File: src/rtl/string_reader_pkg.sv
`default_nettype none
// ============================================================================
// Module      : string_reader_pkg
// Description : Shared character codes, line-reader state encodings and a
//               baud-divisor helper for the serial console line reader.
//               The character codes and state encodings are shared with the
//               line transmitter.
// Revision    : 1.0  initial release
// ============================================================================
package string_reader_pkg;

  localparam logic [7:0] CHAR_LF  = 8'h0A;
  localparam logic [7:0] CHAR_CR  = 8'h0D;
  localparam logic [7:0] CHAR_BS  = 8'h08;
  localparam logic [7:0] CHAR_NUL = 8'h00;

  // Line reader states: collecting characters, or presenting a finished line
  localparam logic [0:0] ST_RECV = 1'b0;
  localparam logic [0:0] ST_HOLD = 1'b1;

  // Clock cycles per serial bit; clk_mhz is the system clock in MHz
  function automatic int baud_cycles(input int clk_mhz, input int baud);
    return (clk_mhz * 1000000) / baud;
  endfunction

endpackage
`default_nettype wire

File: src/rtl/string_reader_uart_rx.sv
`default_nettype none
// ============================================================================
// Module      : string_reader_uart_rx
// Description : 8N1 UART receiver. Synchronises the pin, samples each bit at
//               its centre (LSB first) and presents the byte with a
//               valid/ready handshake once a good stop bit is seen.
// Ports       : clk, rst_n (async active-low), rx_pin (serial in),
//               rx_data[7:0], rx_data_valid (out), rx_data_ready (in)
// Revision    : 1.0  initial release
// ============================================================================
module string_reader_uart_rx #(
  parameter int CLKS_PER_BIT = 434
) (
  input  logic       clk,
  input  logic       rst_n,
  input  logic       rx_pin,
  output logic [7:0] rx_data,
  output logic       rx_data_valid,
  input  logic       rx_data_ready
);

  localparam logic [1:0] S_IDLE  = 2'd0;
  localparam logic [1:0] S_START = 2'd1;
  localparam logic [1:0] S_DATA  = 2'd2;
  localparam logic [1:0] S_STOP  = 2'd3;

  localparam logic [15:0] C_BIT_END  = 16'(CLKS_PER_BIT - 1);
  localparam logic [15:0] C_HALF_END = 16'(CLKS_PER_BIT / 2 - 1);

  logic [1:0]  state_q, state_d;
  logic [1:0]  sync_q, sync_d;
  logic [15:0] cyc_q, cyc_d;
  logic [2:0]  bit_q, bit_d;
  logic [7:0]  data_q, data_d;
  logic        valid_q, valid_d;
  logic        rx_s;

  assign rx_s = sync_q[1];

  always_ff @(posedge clk or negedge rst_n) begin
    if (!rst_n) begin
      state_q <= S_IDLE;
      sync_q  <= 2'b11;
      cyc_q   <= '0;
      bit_q   <= '0;
      data_q  <= '0;
      valid_q <= 1'b0;
    end else begin
      state_q <= state_d;
      sync_q  <= sync_d;
      cyc_q   <= cyc_d;
      bit_q   <= bit_d;
      data_q  <= data_d;
      valid_q <= valid_d;
    end
  end

  always_comb begin
    state_d = state_q;
    case (state_q)
      S_IDLE:  if (!rx_s) state_d = S_START;
      // A start bit that is no longer low at its centre was a glitch
      S_START: if (cyc_q == C_HALF_END) state_d = rx_s ? S_IDLE : S_DATA;
      S_DATA:  if (cyc_q == C_BIT_END && bit_q == 3'd7) state_d = S_STOP;
      S_STOP:  if (cyc_q == C_BIT_END) state_d = S_IDLE;
      default: state_d = S_IDLE;
    endcase
  end

  always_comb begin
    sync_d  = {sync_q[0], rx_pin};
    cyc_d   = cyc_q + 16'd1;
    bit_d   = bit_q;
    data_d  = data_q;
    valid_d = valid_q & ~rx_data_ready;
    case (state_q)
      S_IDLE: cyc_d = '0;
      S_START: if (cyc_q == C_HALF_END) begin
        cyc_d = '0;
        bit_d = '0;
      end
      S_DATA: if (cyc_q == C_BIT_END) begin
        cyc_d  = '0;
        data_d = {rx_s, data_q[7:1]};
        bit_d  = bit_q + 3'd1;
      end
      S_STOP: if (cyc_q == C_BIT_END) begin
        cyc_d = '0;
        if (rx_s) valid_d = 1'b1;   // framing errors are silently dropped
      end
      default: cyc_d = '0;
    endcase
  end

  assign rx_data       = data_q;
  assign rx_data_valid = valid_q;

endmodule
`default_nettype wire

File: src/rtl/string_reader.sv
`default_nettype none
// ============================================================================
// Module      : string_reader
// Description : Serial console receive side. Collects UART bytes into one
//               text line (first char in the top byte, null padded) and
//               presents it with a valid/ack handshake. CR is ignored, BS
//               deletes, LF terminates. Optional echo of accepted bytes is
//               enabled by defining STRING_READER_ECHO_EN.
// Ports       : clk, rst_n (async active-low), uart_rx (in), uart_tx (out),
//               line, line_len, line_valid, line_ack (in), overflow, overrun
// Revision    : 1.0  initial release
// ============================================================================
module string_reader
  import string_reader_pkg::*;
#(
  parameter int CLK_FRE   = 50,
  parameter int BAUD_RATE = 115200,
  parameter int MAX_CHARS = 81
) (
  input  logic                           clk,
  input  logic                           rst_n,
  input  logic                           uart_rx,
  output logic                           uart_tx,
  output logic [MAX_CHARS*8-1:0]         line,
  output logic [$clog2(MAX_CHARS+1)-1:0] line_len,
  output logic                           line_valid,
  input  logic                           line_ack,
  output logic                           overflow,
  output logic                           overrun
);

  localparam int LEN_W = $clog2(MAX_CHARS + 1);
  localparam int C_CLKS_PER_BIT = baud_cycles(CLK_FRE, BAUD_RATE);

  logic [7:0] rx_data;
  logic       rx_valid;

  string_reader_uart_rx #(.CLKS_PER_BIT(C_CLKS_PER_BIT)) u_rx (
    .clk           (clk),
    .rst_n         (rst_n),
    .rx_pin        (uart_rx),
    .rx_data       (rx_data),
    .rx_data_valid (rx_valid),
    .rx_data_ready (1'b1)
  );

  logic [0:0]             state_q, state_d;
  logic [MAX_CHARS*8-1:0] line_q, line_d;
  logic [LEN_W-1:0]       len_q, len_d;
  logic                   ovf_q, ovf_d;
  logic                   overrun_q, overrun_d;
  logic                   rx_plain, has_room;

  assign rx_plain = (rx_data != CHAR_CR) && (rx_data != CHAR_LF) && (rx_data != CHAR_BS);
  assign has_room = (len_q < LEN_W'(MAX_CHARS));

  always_ff @(posedge clk or negedge rst_n) begin
    if (!rst_n) begin
      state_q   <= ST_RECV;
      line_q    <= '0;
      len_q     <= '0;
      ovf_q     <= 1'b0;
      overrun_q <= 1'b0;
    end else begin
      state_q   <= state_d;
      line_q    <= line_d;
      len_q     <= len_d;
      ovf_q     <= ovf_d;
      overrun_q <= overrun_d;
    end
  end

  always_comb begin
    state_d = state_q;
    case (state_q)
      ST_RECV: if (rx_valid && rx_data == CHAR_LF) state_d = ST_HOLD;
      ST_HOLD: if (line_ack) state_d = ST_RECV;
      default: state_d = ST_RECV;
    endcase
  end

  // Line buffer: byte writes use a compare-per-slot loop so every slice is a
  // constant part-select.
  always_comb begin
    line_d    = line_q;
    len_d     = len_q;
    ovf_d     = ovf_q;
    overrun_d = 1'b0;
    if (state_q == ST_RECV) begin
      if (rx_valid && rx_plain) begin
        if (has_room) begin
          for (int i = 0; i < MAX_CHARS; i++)
            if (len_q == LEN_W'(i)) line_d[(MAX_CHARS-1-i)*8 +: 8] = rx_data;
          len_d = len_q + LEN_W'(1);
        end else begin
          ovf_d = 1'b1;
        end
      end else if (rx_valid && rx_data == CHAR_BS && len_q != '0) begin
        for (int i = 0; i < MAX_CHARS; i++)
          if (len_q == LEN_W'(i + 1)) line_d[(MAX_CHARS-1-i)*8 +: 8] = CHAR_NUL;
        len_d = len_q - LEN_W'(1);
      end
    end else begin
      // Held line is frozen; a byte arriving now is lost, even alongside ack
      overrun_d = rx_valid;
      if (line_ack) begin
        line_d = '0;
        len_d  = '0;
        ovf_d  = 1'b0;
      end
    end
  end

  always_comb begin
    line       = line_q;
    line_len   = len_q;
    line_valid = (state_q == ST_HOLD);
    overflow   = ovf_q & (state_q == ST_HOLD);
    overrun    = overrun_q;
  end

`ifdef STRING_READER_ECHO_EN
  localparam logic [15:0] C_TX_BIT_END = 16'(C_CLKS_PER_BIT - 1);

  logic        tx_busy_q, tx_busy_d;
  logic [9:0]  tx_shift_q, tx_shift_d;
  logic [15:0] tx_cyc_q, tx_cyc_d;
  logic [3:0]  tx_bit_q, tx_bit_d;
  logic        echo_req;

  // Everything accepted in RECV is echoed except chars dropped for space
  assign echo_req = (state_q == ST_RECV) && rx_valid && !(rx_plain && !has_room);

  always_ff @(posedge clk or negedge rst_n) begin
    if (!rst_n) begin
      tx_busy_q  <= 1'b0;
      tx_shift_q <= '1;
      tx_cyc_q   <= '0;
      tx_bit_q   <= '0;
    end else begin
      tx_busy_q  <= tx_busy_d;
      tx_shift_q <= tx_shift_d;
      tx_cyc_q   <= tx_cyc_d;
      tx_bit_q   <= tx_bit_d;
    end
  end

  // No queue: a byte arriving while a previous echo is on the wire is skipped
  always_comb begin
    tx_busy_d  = tx_busy_q;
    tx_shift_d = tx_shift_q;
    tx_cyc_d   = tx_cyc_q;
    tx_bit_d   = tx_bit_q;
    if (tx_busy_q) begin
      if (tx_cyc_q == C_TX_BIT_END) begin
        tx_cyc_d   = '0;
        tx_shift_d = {1'b1, tx_shift_q[9:1]};
        tx_bit_d   = tx_bit_q + 4'd1;
        if (tx_bit_q == 4'd9) tx_busy_d = 1'b0;
      end else begin
        tx_cyc_d = tx_cyc_q + 16'd1;
      end
    end else if (echo_req) begin
      tx_busy_d  = 1'b1;
      tx_shift_d = {1'b1, rx_data, 1'b0};
      tx_cyc_d   = '0;
      tx_bit_d   = '0;
    end
  end

  assign uart_tx = tx_busy_q ? tx_shift_q[0] : 1'b1;
`else
  assign uart_tx = 1'b1;
`endif

endmodule
`default_nettype wire

File: config.mk
export PLATFORM = sky130hd
export DESIGN_NAME = string_reader
export DESIGN_NICKNAME = d
export VERILOG_FILES = /design/src/rtl/string_reader_pkg.sv /design/src/rtl/string_reader_uart_rx.sv /design/src/rtl/string_reader.sv
export SDC_FILE = /design/constraint.sdc
export NUM_CORES = 1
export LEC_CHECK = 0
export ABC_AREA = 0
export BUFFER_PORTS_ARGS = -buffer_cell sky130_fd_sc_hd__buf_2
export CORE_AREA = 5 5 256 258
export DETAILED_ROUTE_END_ITERATION = 10
export DIE_AREA = 0 0 261 263
export HOLD_SLACK_MARGIN = 0.03
export PLACE_DENSITY = 0.72
export REMOVE_ABC_BUFFERS = 1
export SKIP_CTS_REPAIR_TIMING = 1
export SYNTH_ARGS = -nofsm -noshare
export SYNTH_HDL_FRONTEND = slang
export SYNTH_HIERARCHICAL = 1
export SYNTH_SLANG_ARGS = --single-unit
File: constraint.sdc
create_clock -name clk -period 2.5 [get_ports clk]
set_clock_uncertainty 0.15 [all_clocks]
set_input_delay 0.125 -clock clk [delete_from_list [all_inputs] [get_ports clk]]
set_output_delay 0.125 -clock clk [all_outputs]
set_load 0.05 [all_outputs]
# Yosys cells after proc, flatten, opt, wreduce, memory -nomap -nowiden
# Cells that the tools add are included.
word_totals:
  wordCells: 655
  in_bits: 4
  register_bits: 690
  output_inout_bits: 659
op_classes:
  reduce_logical: 181
  add_sub_neg: 4
  bitwise: 2
  order_cmp: 1
  muxes: 195
  eq_ne: 181
op_table:
  columns: ["cell", "count"]
  rows:
  - ["648-bit 2-to-1 mux", 5]
  - ["8-bit 2-to-1 mux", 162]
  - ["5-bit AND reduction", 81]
  - ["3-bit nonzero test", 82]
  - ["3-bit by 2-bit inequality test with 1-bit output (second input constant)", 81]
  - ["7-bit by 6-bit == test with 1-bit output (second input constant)", 32]
  - ["7-bit == test (second input constant)", 18]
  - ["7-bit by 5-bit == test with 1-bit output (second input constant)", 16]
  - ["7-bit by 4-bit == test with 1-bit output (second input constant)", 8]
  - ["16-bit case mux with 3 select lines", 1]
  - ["7-bit 2-to-1 mux", 5]
  - ["16-bit 2-to-1 mux", 2]
  - ["7-bit by 3-bit == test with 1-bit output (second input constant)", 4]
  - ["8-bit by 4-bit inequality test with 1-bit output (second input constant)", 3]
  - ["16-bit by 1-bit adder with 16-bit output (second input constant)", 1]
  - ["16-bit by 8-bit == test with 1-bit output (second input constant)", 1]
  - ["16-bit by 9-bit == test with 1-bit output (second input constant)", 1]
  - ["8-bit by 4-bit == test with 1-bit output (second input constant)", 2]
  - ["7-bit by 2-bit == test with 1-bit output (second input constant)", 2]
  - ["1-bit 2-to-1 mux", 10]
  - ["2-bit 2-to-1 mux", 5]
  - ["3-bit AND reduction", 3]
  - ["2-bit by 1-bit inequality test with 1-bit output (second input constant)", 4]
  - ["2-bit case mux with 4 select lines", 1]
  - ["other kinds (23)", 34]

# Depth between registers and ports, before layout
# Gate-level depths: netlist (run 1).
logic_depth:
  word_depth: 6
  depth_mapped: 9
  mapped_depth_nobuf: 7

# By module
# The synthesis (run 1) kept the hierarchy.
modules_own_cells:
  columns: ["module", "cells_each", "seq_area_each_um2", "instances", "area_each_um2"]
  rows:
  - ["string_reader", 1822, 16465.8, 1, 27178.6]
  - ["string_reader_uart_rx", 139, 803.3, 1, 1547.7]

# Worst setup path after synthesis (run 1)
# No wires, ideal clock.
synth_timing:
  path_kind: "register to register"
  start: "register len_q[0], in the netlist line_len[0]"
  end: "register line_q[600], in the netlist line[600]"
  stages_incl_launch_ff: 10
  n_path_buf: 2
  required_time_ns: 2.225
  setup_ns: 0.125
  path_slack_ns: -0.553
  arrival_time_ns: 2.779
  synth_period_minus_slack_ns: 3.053
  cell_sequence: "dfrtp_1 inv_1 ha_1 and2_1 clkbuf_1 or4_1 clkbuf_1 o21ai_0 nand3_1 mux2_2"
synth_via:
  elab_chain_cells: 4
  word_cells_on_any_way: 10
  classes_between: "1 x order compare; 4 x eq/ne; 5 x reduce/logical"
synth_rtl:
  columns: ["item", "line", "rtl"]
  rows:
  - ["start, declared", "string_reader.sv:49", "logic [LEN_W-1:0] len_q, len_d;"]
  - ["start signal, assigned", "string_reader.sv:67", "len_q <= len_d;"]
  - ["parallel branches: the longest is 3 deep, another holds 7-bit less-than comparator", null, null]
  - ["5-bit AND reduction (no line) (*)", null, null]
  - ["end signal, assigned", "string_reader.sv:66", "line_q <= line_d;"]
  - ["end, declared", "string_reader.sv:48", "logic [MAX_CHARS*8-1:0] line_q, line_d;"]
# Every way passes the cells marked *.
# A chain may end at the register's enable or synchronous reset.

# Worst setup path in the final report (run 1)
layout_timing:
  start: "register u_rx.data_q[6], in the netlist u_rx/rx_data[6]"
  end: "register line_q[202], in the netlist line[202]"
layout_via:
  elab_chain_cells: 6
  word_cells_on_any_way: 16
  classes_between: "6 x eq/ne; 2 x mux; 8 x reduce/logical"
layout_rtl:
  columns: ["item", "line", "rtl"]
  rows:
  - ["start, declared", "string_reader_uart_rx.sv:34", "logic [7:0] data_q, data_d;"]
  - ["start signal, assigned", "string_reader_uart_rx.sv:53", "data_q <= data_d;"]
  - ["8-bit by 4-bit inequality test with 1-bit output", "string_reader.sv:54", "assign rx_plain = (rx_data != CHAR_CR) && (rx_data != CHAR_LF) && (rx_data != CHAR_BS);"]
  - ["1-bit logical AND (2 in series)", "string_reader.sv:54", null]
  - ["1-bit logical AND", "string_reader.sv:90", "if (rx_valid && rx_plain) begin"]
  - ["3-bit by 2-bit inequality test with 1-bit output (no line), or another cell as far along", null, null]
  - ["5-bit AND reduction (no line) / 648-bit 2-to-1 mux (equally long branches)", null, null]
# Parallel ways exist; a longest one is shown, timed or not.

==> metrics, run 1 <==
Arrival @ worst endpoint a little over 3 ns; min Tclk post-route about 2.7 ns; routed wire length 94.4 mm; GRT Overall Usage a little over a quarter; Post-synth EDFFs 0; Synth Instances 1961; drt wl/cell around 25 um; power per cell area 568 nW/um2; dpl cells about 3600; Slew headroom 47.8%; Max clock buf depth 3; highest clock rate about 0.37 GHz; Ant. Diodes 0; DRT iter0 DRCs between 1000 and 1500; top-area cell type share of the netlist area about three fifths; total via count in the routed design slightly above 20000; setup tns final -90.15 ns; Worst-Margin Slew 0.783 ns; final antenna-violating net count 0; utilization after layout between 60% and 70%; die span in y roughly 260 um; DIE WIDTH between 200 and 300 um; LEAKAGE between 20 and 25 nW; failing checks setup timing; Crit Path Class flop to flop; Most used DFF post-synth dfrtp_1; num rows 92; ys async rst share 100%; routability cong. 0.881; largest net degree at the start of global routing 75; outcome complete, but fails checks; Starting Density a little under half; post-synthesis sequential area ratio about 60%; first-pass GRT wire length 139 mm; startpoint types flop; sequential power share ~50%; period utilization 109%; Ports between 600 and 700; PortBufs around 660; Crit path largest cell delay 0.41 ns; Avg Cell Area, Syn 14.6 um2; most frequent cell on the critical path buf_6; CTS Buf Count between 70 and 80; # setup viols final 655; layout cells sized above 1 around 64%; worst-skew pair later-pin latency 0.60 ns; Req. time, crit path 2.83 ns; CTS tree done; initial antenna violation count 0; Die Footprint about 70000 um2; total congestion overflow 0; post-synthesis cell type count 68; CP Capture Type flop; Sw Ratio ~22%; net switching power 0.00481 W; Fillers approximately 4600; final worst slack -0.230 ns; area grow syn2layout 36.5%; Max H-tree Level 3; Via density between 5 and 6; Peak VDD IR 0.516 mV; Fin. Hold Viols 0; DP Area ~36000 um2; CP cell instances nor4_4 -> nand2_1 -> buf_6 -> nor4_4 -> buf_6 -> buf_12 -> a21oi_1 -> nor3_2 -> buf_6 -> mux2_2; Final Non-Filler Cells between 3000 and 4000; drt pass-1 iters 5; DRC 0; number of synthesized register bits around 700; Nets about 2800; post-synth top area cell dfrtp_1; hpwl dp approximately 65 mm; Clk Tree Root Cell clkbuf_16; clock-pin slew on the worst setup and hold paths 0.06 ns; Final Instance Area about 39000 um2; Final Max Slew Viols 0; Clk pwr share between 40 and 50%; crit-path max FO 8; Hold Crit Class input port to async pin; slowest CP cell dfrtp_1; Synth warnings 6; Max-cap violations 0; r2r setup slk -0.23 ns; Synth area leaders dfrtp_1 (60%), mux2_2 (24%), nor3_4 (2.8%), a21oi_1 (2.4%), clkbuf_1 (1.4%); vias in the first global route around 22000; RSZ-0062 raised after global routing true; P_int 0.0175 W; core box area roughly 63000 um2; Comb power frac roughly 2.2%; TritonCTS Sinks between 600 and 700; cell area after synthesis 28700 um2
[area by class of cell]
cell class | instances | area, um2 | share of cell area, %
Clock buffer | 100 | 2080 | 5.30
Tap cell | 846 | 1060 | 2.70
Inverter | 11 | 41.3 | 0.105
Multi-Input combinational cell | 1122 | 11700 | 29.8
Sequential cell | 690 | 17300 | 44.0
Timing Repair Buffer | 931 | 6800 | 17.3
Clock inverter | 27 | 270 | 0.689
[sequential cells by signal, summed over array words and instances (netlist names), named ones only]
signal and cells:
line 648, u_rx/cyc_q 16, u_rx/rx_data 8, line_len 7
u_rx/bit_q 3, u_rx/sync_q 2, line_valid 1, overrun 1
ovf_q 1, u_rx/rx_data_valid 1, u_rx/state_q 1
[synthesized netlist by cell type, types with 2 or more instances]
| master | count |
|---|---|
| mux2i_1 | 4 |
| mux2_4 | 24 |
| or3_1 | 6 |
| o21ai_1 | 4 |
| inv_1 | 11 |
| xor2_1 | 7 |
| mux2_2 | 616 |
| nor3_4 | 50 |
| or4_1 | 5 |
| and3_1 | 12 |
| nand2_1 | 28 |
| and2_1 | 22 |
| buf_2 | 10 |
| a311o_1 | 2 |
| buf_4 | 9 |
| a21oi_1 | 135 |
| a22o_1 | 2 |
| a21o_1 | 3 |
| nand4_1 | 4 |
| buf_1 | 13 |
| nor2_1 | 24 |
| nor4_2 | 2 |
| ha_1 | 10 |
| nor4_4 | 2 |
| dfstp_2 | 2 |
| mux2_1 | 18 |
| nor3b_1 | 5 |
| and4_1 | 2 |
| o31ai_1 | 3 |
| nor4_1 | 3 |
| nor3_1 | 10 |
| a31oi_1 | 5 |
| dfrtp_1 | 688 |
| o21ai_0 | 28 |
| nand3_1 | 27 |
| nor3_2 | 14 |
| buf_6 | 3 |
| nor2b_1 | 10 |
| xnor2_1 | 4 |
| clkbuf_1 | 106 |
[cells by family after synthesis]
| logic type | after synthesis | share of synthesized area, % |
|---|---|---|
| flops | 690 | 60.1 |
| simple gates | 240 | 6.87 |
| xor+xnor | 11 | 0.335 |
| fa+ha+maj | 10 | 0.436 |
| mux | 662 | 26.2 |
| compound gates | 195 | 3.75 |
| buf+inv | 152 | 2.23 |
| other cells | 1 | 0.0131 |
[routing by layer]
layer / global-route usage [%] / vias up / routed length (um)
met1: 33.3 / 10700 / 37700
li1: - / 8696 / -
met2: 43.3 / 814 / 46400
met5: 0 / - / 0
met3: 6.53 / 194 / 6550
met4: 10.1 / 0 / 3760
[worst max-delay path: cells and delay by family (launching register included)]
| kind | cells | cell delay, ns |
|---|---|---|
| compound gates | 1 | 0.08 |
| buf+inv | 4 | 0.64 |
| flops | 1 | 0.41 |
| mux | 1 | 0.36 |
| simple gates | 4 | 0.95 |
[power by group through the flow]
stage	clock [W]	combinational (W)	sequential [W]
floorplan	0	0.0000666	0.0114
global placement	0	0.000477	0.0114
detailed placement	0	0.000491	0.0114
CTS	0.0108	0.000493	0.0112
global route	0.0113	0.000559	0.0112
finish	0.0106	0.000497	0.0112
[stage by stage]
stage | setup slack (ns) | power, W | hold WS [ns]
final | -0.230 | 0.0223 | 0.0429
after global routing | -0.327 | 0.0231 | 0.0291
after CTS | -0.370 | 0.0225 | -0.582
after detailed placement | -0.335 | 0.0119 | 0.0792
after global placement | -0.360 | 0.0119 | 0.0767
after floorplan | -3.51 | 0.0115 | -0.321
[final timing paths]
kind	startpoint	endpoint	depth (start not counted)
hold / removal	rst_n	line[489]	2
max in group asynchronous	rst_n	line[436]	3
min in group clk	uart_rx	u_rx/sync_q[0]	2
hold reg to reg	u_rx/sync_q[0]	u_rx/sync_q[1]	0
setup / recovery	u_rx/rx_data[6]	line[202]	10
setup reg to reg	u_rx/rx_data[6]	line[202]	10
[cell usage in the layout (no fill, tap or decap), types with 5 or more instances in the layout]
cell,synthesis,final
inv_1,11,11
nor3_4,50,56
xor2_1,7,7
o21ai_2,0,5
and2_4,0,5
a21oi_2,0,20
nor3_1,10,9
clkinv_2,0,15
nor3_2,14,9
mux2_2,616,496
clkbuf_8,0,15
clkbuf_16,0,83
nand3_1,27,23
nand2_1,28,27
and3_1,12,8
o21ai_0,28,22
a21oi_1,135,108
nor2_1,24,21
nor2b_1,10,9
buf_4,9,138
ha_1,10,10
and2_1,22,16
mux2_1,18,10
buf_2,10,660
a21oi_4,0,7
inv_6,0,5
buf_6,3,24
mux2_4,24,152
buf_12,0,92
clkbuf_1,106,12
dfrtp_1,688,688
o21ai_1,4,5
Power figures use the tool's default switching activity.
==> inputs of run 2 (changes only) <==
- ABC_AREA: 0 -> 1
- CORE_AREA: 5 5 256 258 -> 5 5 258 260
- DIE_AREA: 0 0 261 263 -> 0 0 263 265
==> run 2 against run 1 <==
- the flow now finishes without violations
- sequential share of layout area increased by 1.8 points
- first-iteration DRC count increased by 91%
- register-to-register slack improved by 0.23 ns
- sequential cell count unchanged
- utilization decreased by 3.5 points
- highest routed layer is now met5
- hold slack improved by 0.078 ns
- count of clock-buffer cells in the layout increased by 7
- final cell count increased by 42%
- power increased by 8.8%
- via count increased by 33%
==> metrics, run 2 <==
outcome finished, final reports clean (was complete, but fails checks); CP Capture Type flop (unchanged); CTS tree done (unchanged); most frequent cells in the layout nand2_1 (2214), dfrtp_1 (688), buf_2 (660) (was dfrtp_1 (688), buf_2 (660), mux2_2 (496)); Hold Crit Class input port to async pin (unchanged); post-synthesis sequential area ratio 58.9% (was 60.1%); # setup viols final 0 (was 655); reg2reg end line[325] (was line[202]); DRC 0 (unchanged); max reg flops 648 (unchanged); Nets 4408 (was 2843); Final Max Slew Viols 0 (unchanged); first-pass GRT wire length 159 mm (was 139 mm); vias in the first global route 25800 (was 21700); largest net degree at the start of global routing 85 (was 75); GRT Overall Usage 29.0% (was 26.1%); dpl cells 5166 (was 3575); Synth Instances 3666 (was 1961); Starting Density 45.9% (was 45.8%); clock-pin slew on the worst setup and hold paths 0.06 ns (about the same); final antenna-violating net count 0 (unchanged); count leader, synth nand2_1 (was dfrtp_1); TritonCTS Sinks 690 (unchanged); total via count in the routed design 27100 (was 20400); Arrival @ worst endpoint 2.83 ns (was 3.06 ns); area grow syn2layout 28.5% (was 36.5%); Max-cap violations 0 (unchanged); Ant. Diodes 0 (unchanged); path depth of the worst reg2reg path 8 (was 10); Peak VDD IR 0.524 mV (was 0.516 mV); highest clock rate 0.401 GHz (was 0.366 GHz); ys async rst share 100% (unchanged); Req. time, crit path 2.84 ns (was 2.83 ns); power per cell area 644 nW/um2 (was 568 nW/um2); Avg Cell Area, Syn 8.00 um2 (was 14.6 um2); RSZ-0062 raised after global routing true (unchanged); Most used DFF post-synth dfrtp_1 (unchanged); worst-skew pair later-pin latency 0.61 ns (was 0.60 ns); Synth warnings 6 (unchanged); routability cong. 0.882 (was 0.881); hold_ws 0.121 ns (was 0.0429 ns); initial antenna violation count 1 (was 0); Worst-Margin Slew 0.590 ns (was 0.783 ns); DRT iter0 DRCs 2533 (was 1323); post-synth top area cell dfrtp_1 (unchanged); period utilization 99.8% (was 109%); number of synthesized register bits 690 (unchanged); layout cells sized above 1 24.6% (was 63.7%); Max H-tree Level 3 (unchanged); drt pass-1 iters 6 (was 5); LEAKAGE 23.2 nW (was 21.0 nW); r2r setup slk 0.004 ns (was -0.23 ns); crit-path max FO 16 (was 8); Post-synth EDFFs 0 (unchanged); Synth area leaders dfrtp_1 (59%), nand2_1 (29%), nand3_1 (3.3%), nor2_1 (1.7%), inv_1 (1.5%) (was dfrtp_1 (60%), mux2_2 (24%), nor3_4 (2.8%), a21oi_1 (2.4%), clkbuf_1 (1.4%)); Overall Power 0.0243 W (was 0.0223 W); Fin. Hold Viols 0 (unchanged); top-area cell type share of the netlist area 58.7% (was 59.9%); num rows 93 (was 92); PortBufs 661 (unchanged); cell area after synthesis 29300 um2 (was 28700 um2); Max clock buf depth 3 (unchanged); DIE WIDTH 263 um (was 261 um); hpwl dp 73.3 mm (was 64.7 mm); most frequent cells after synthesis nand2_1 (2253), dfrtp_1 (688), nand3_1 (191), nor2_1 (130), inv_1 (117) (was dfrtp_1 (688), mux2_2 (616), a21oi_1 (135), clkbuf_1 (106), nor3_4 (50)); Slew headroom 60.7% (was 47.8%); routed wire length 106 mm (was 94.4 mm); post-synthesis cell type count 38 (was 68); CTS Buf Count 75 (was 73); Die Footprint 69700 um2 (was 68600 um2); most common cell after layout, fill and taps aside nand2_1 (was dfrtp_1); Ports 663 (unchanged); die span in y 265 um (was 263 um); drt wl/cell 19.9 um (was 25.3 um); Crit Path Class flop to flop (unchanged); Final Non-Filler Cells 5303 (was 3727); min Tclk post-route 2.50 ns (was 2.73 ns); startpoint types flop (unchanged); Clk Tree Root Cell clkbuf_16 (unchanged); Reg-to-Reg Start line_len[4] (was u_rx/rx_data[6]); total congestion overflow 0 (unchanged); core box area 63900 um2 (was 62700 um2); Via density 5.11 (was 5.47)
[run 2: kinds of logic after synthesis]
family	after synthesis	synth area share, %
AND/OR/NAND/NOR	2650	35.7
flip-flops	690	58.9
adder cells (fa/ha/maj)	10	0.427
buffers and inverters	266	3.75
XOR/XNOR	16	0.478
multiplexers	1	0.0342
other	1	0.0128
AO/OA/AOI/OAI	32	0.687
[run 2: power by group]
group / leakage, nW / internal (W) / total (W) / switching [W]
logic: 12.3 / 0.000370 / 0.00135 / 0.000984
registers: 9.61 / 0.0112 / 0.0112 / 0.0000229
clock network: 1.28 / 0.00705 / 0.0117 / 0.00463
[run 2: layout make-up]
class | count | area (um2)
fillers | 5624 | 26200
flip-flops and latches | 690 | 17300
multi-input cells | 2711 | 11400
repair buffers | 780 | 4850
clock buffers | 107 | 2230
well taps | 855 | 1070
inverters | 136 | 523
clock inverters | 24 | 378
[run 2: worst max-delay path by stage]
stage / start / endpoint / slack, ns / cells past startpoint
floorplan: u_rx/rx_data[2] / line[323] / -3.51 / 10
CTS: u_rx/rx_data[2] / line[5] / -0.18 / 12
detailed placement: u_rx/rx_data[2] / line[7] / -0.15 / 12
global route: line_len[4] / line[321] / -0.17 / 8
global placement: u_rx/rx_data[0] / line[7] / -0.13 / 12
finish: line_len[4] / line[325] / 0.004 / 8
[run 2: layer usage]
layer	global-route usage (%)	routed length [um]	vias up	part of all wire (%)
met1	37.2	41900	13000	40
li1	-	-	12600	-
met5	0	11	-	0.010
met2	47.8	50800	1143	48
met4	12.7	5320	2	5.0
met3	6.51	7750	263	7.3
[run 2: worst max-delay path: stages (launching register included)]
cell and delay (ns):
dfrtp_1 0.39, buf_4 0.16, nor3_2 0.16, buf_4 0.27, nand2_1 0.15, o21ai_2 0.50
nand2_1 0.39, nand2_1 0.14, nand2_1 0.06
[run 2: stage by stage]
step / TNS, ns / utilization (%) / setup WS, ns / instance area (um2)
after floorplan: -2255.21 / - / -3.51 / 28700
after global placement: -0.972 / 54.2 / -0.125 / 34600
after detailed placement: -1.17 / 54.2 / -0.154 / 34600
after CTS: -1.45 / 58.3 / -0.175 / 37200
after global routing: -1.94 / 59.0 / -0.174 / 37700
final: 0 / 59.0 / 0.00449 / 37700
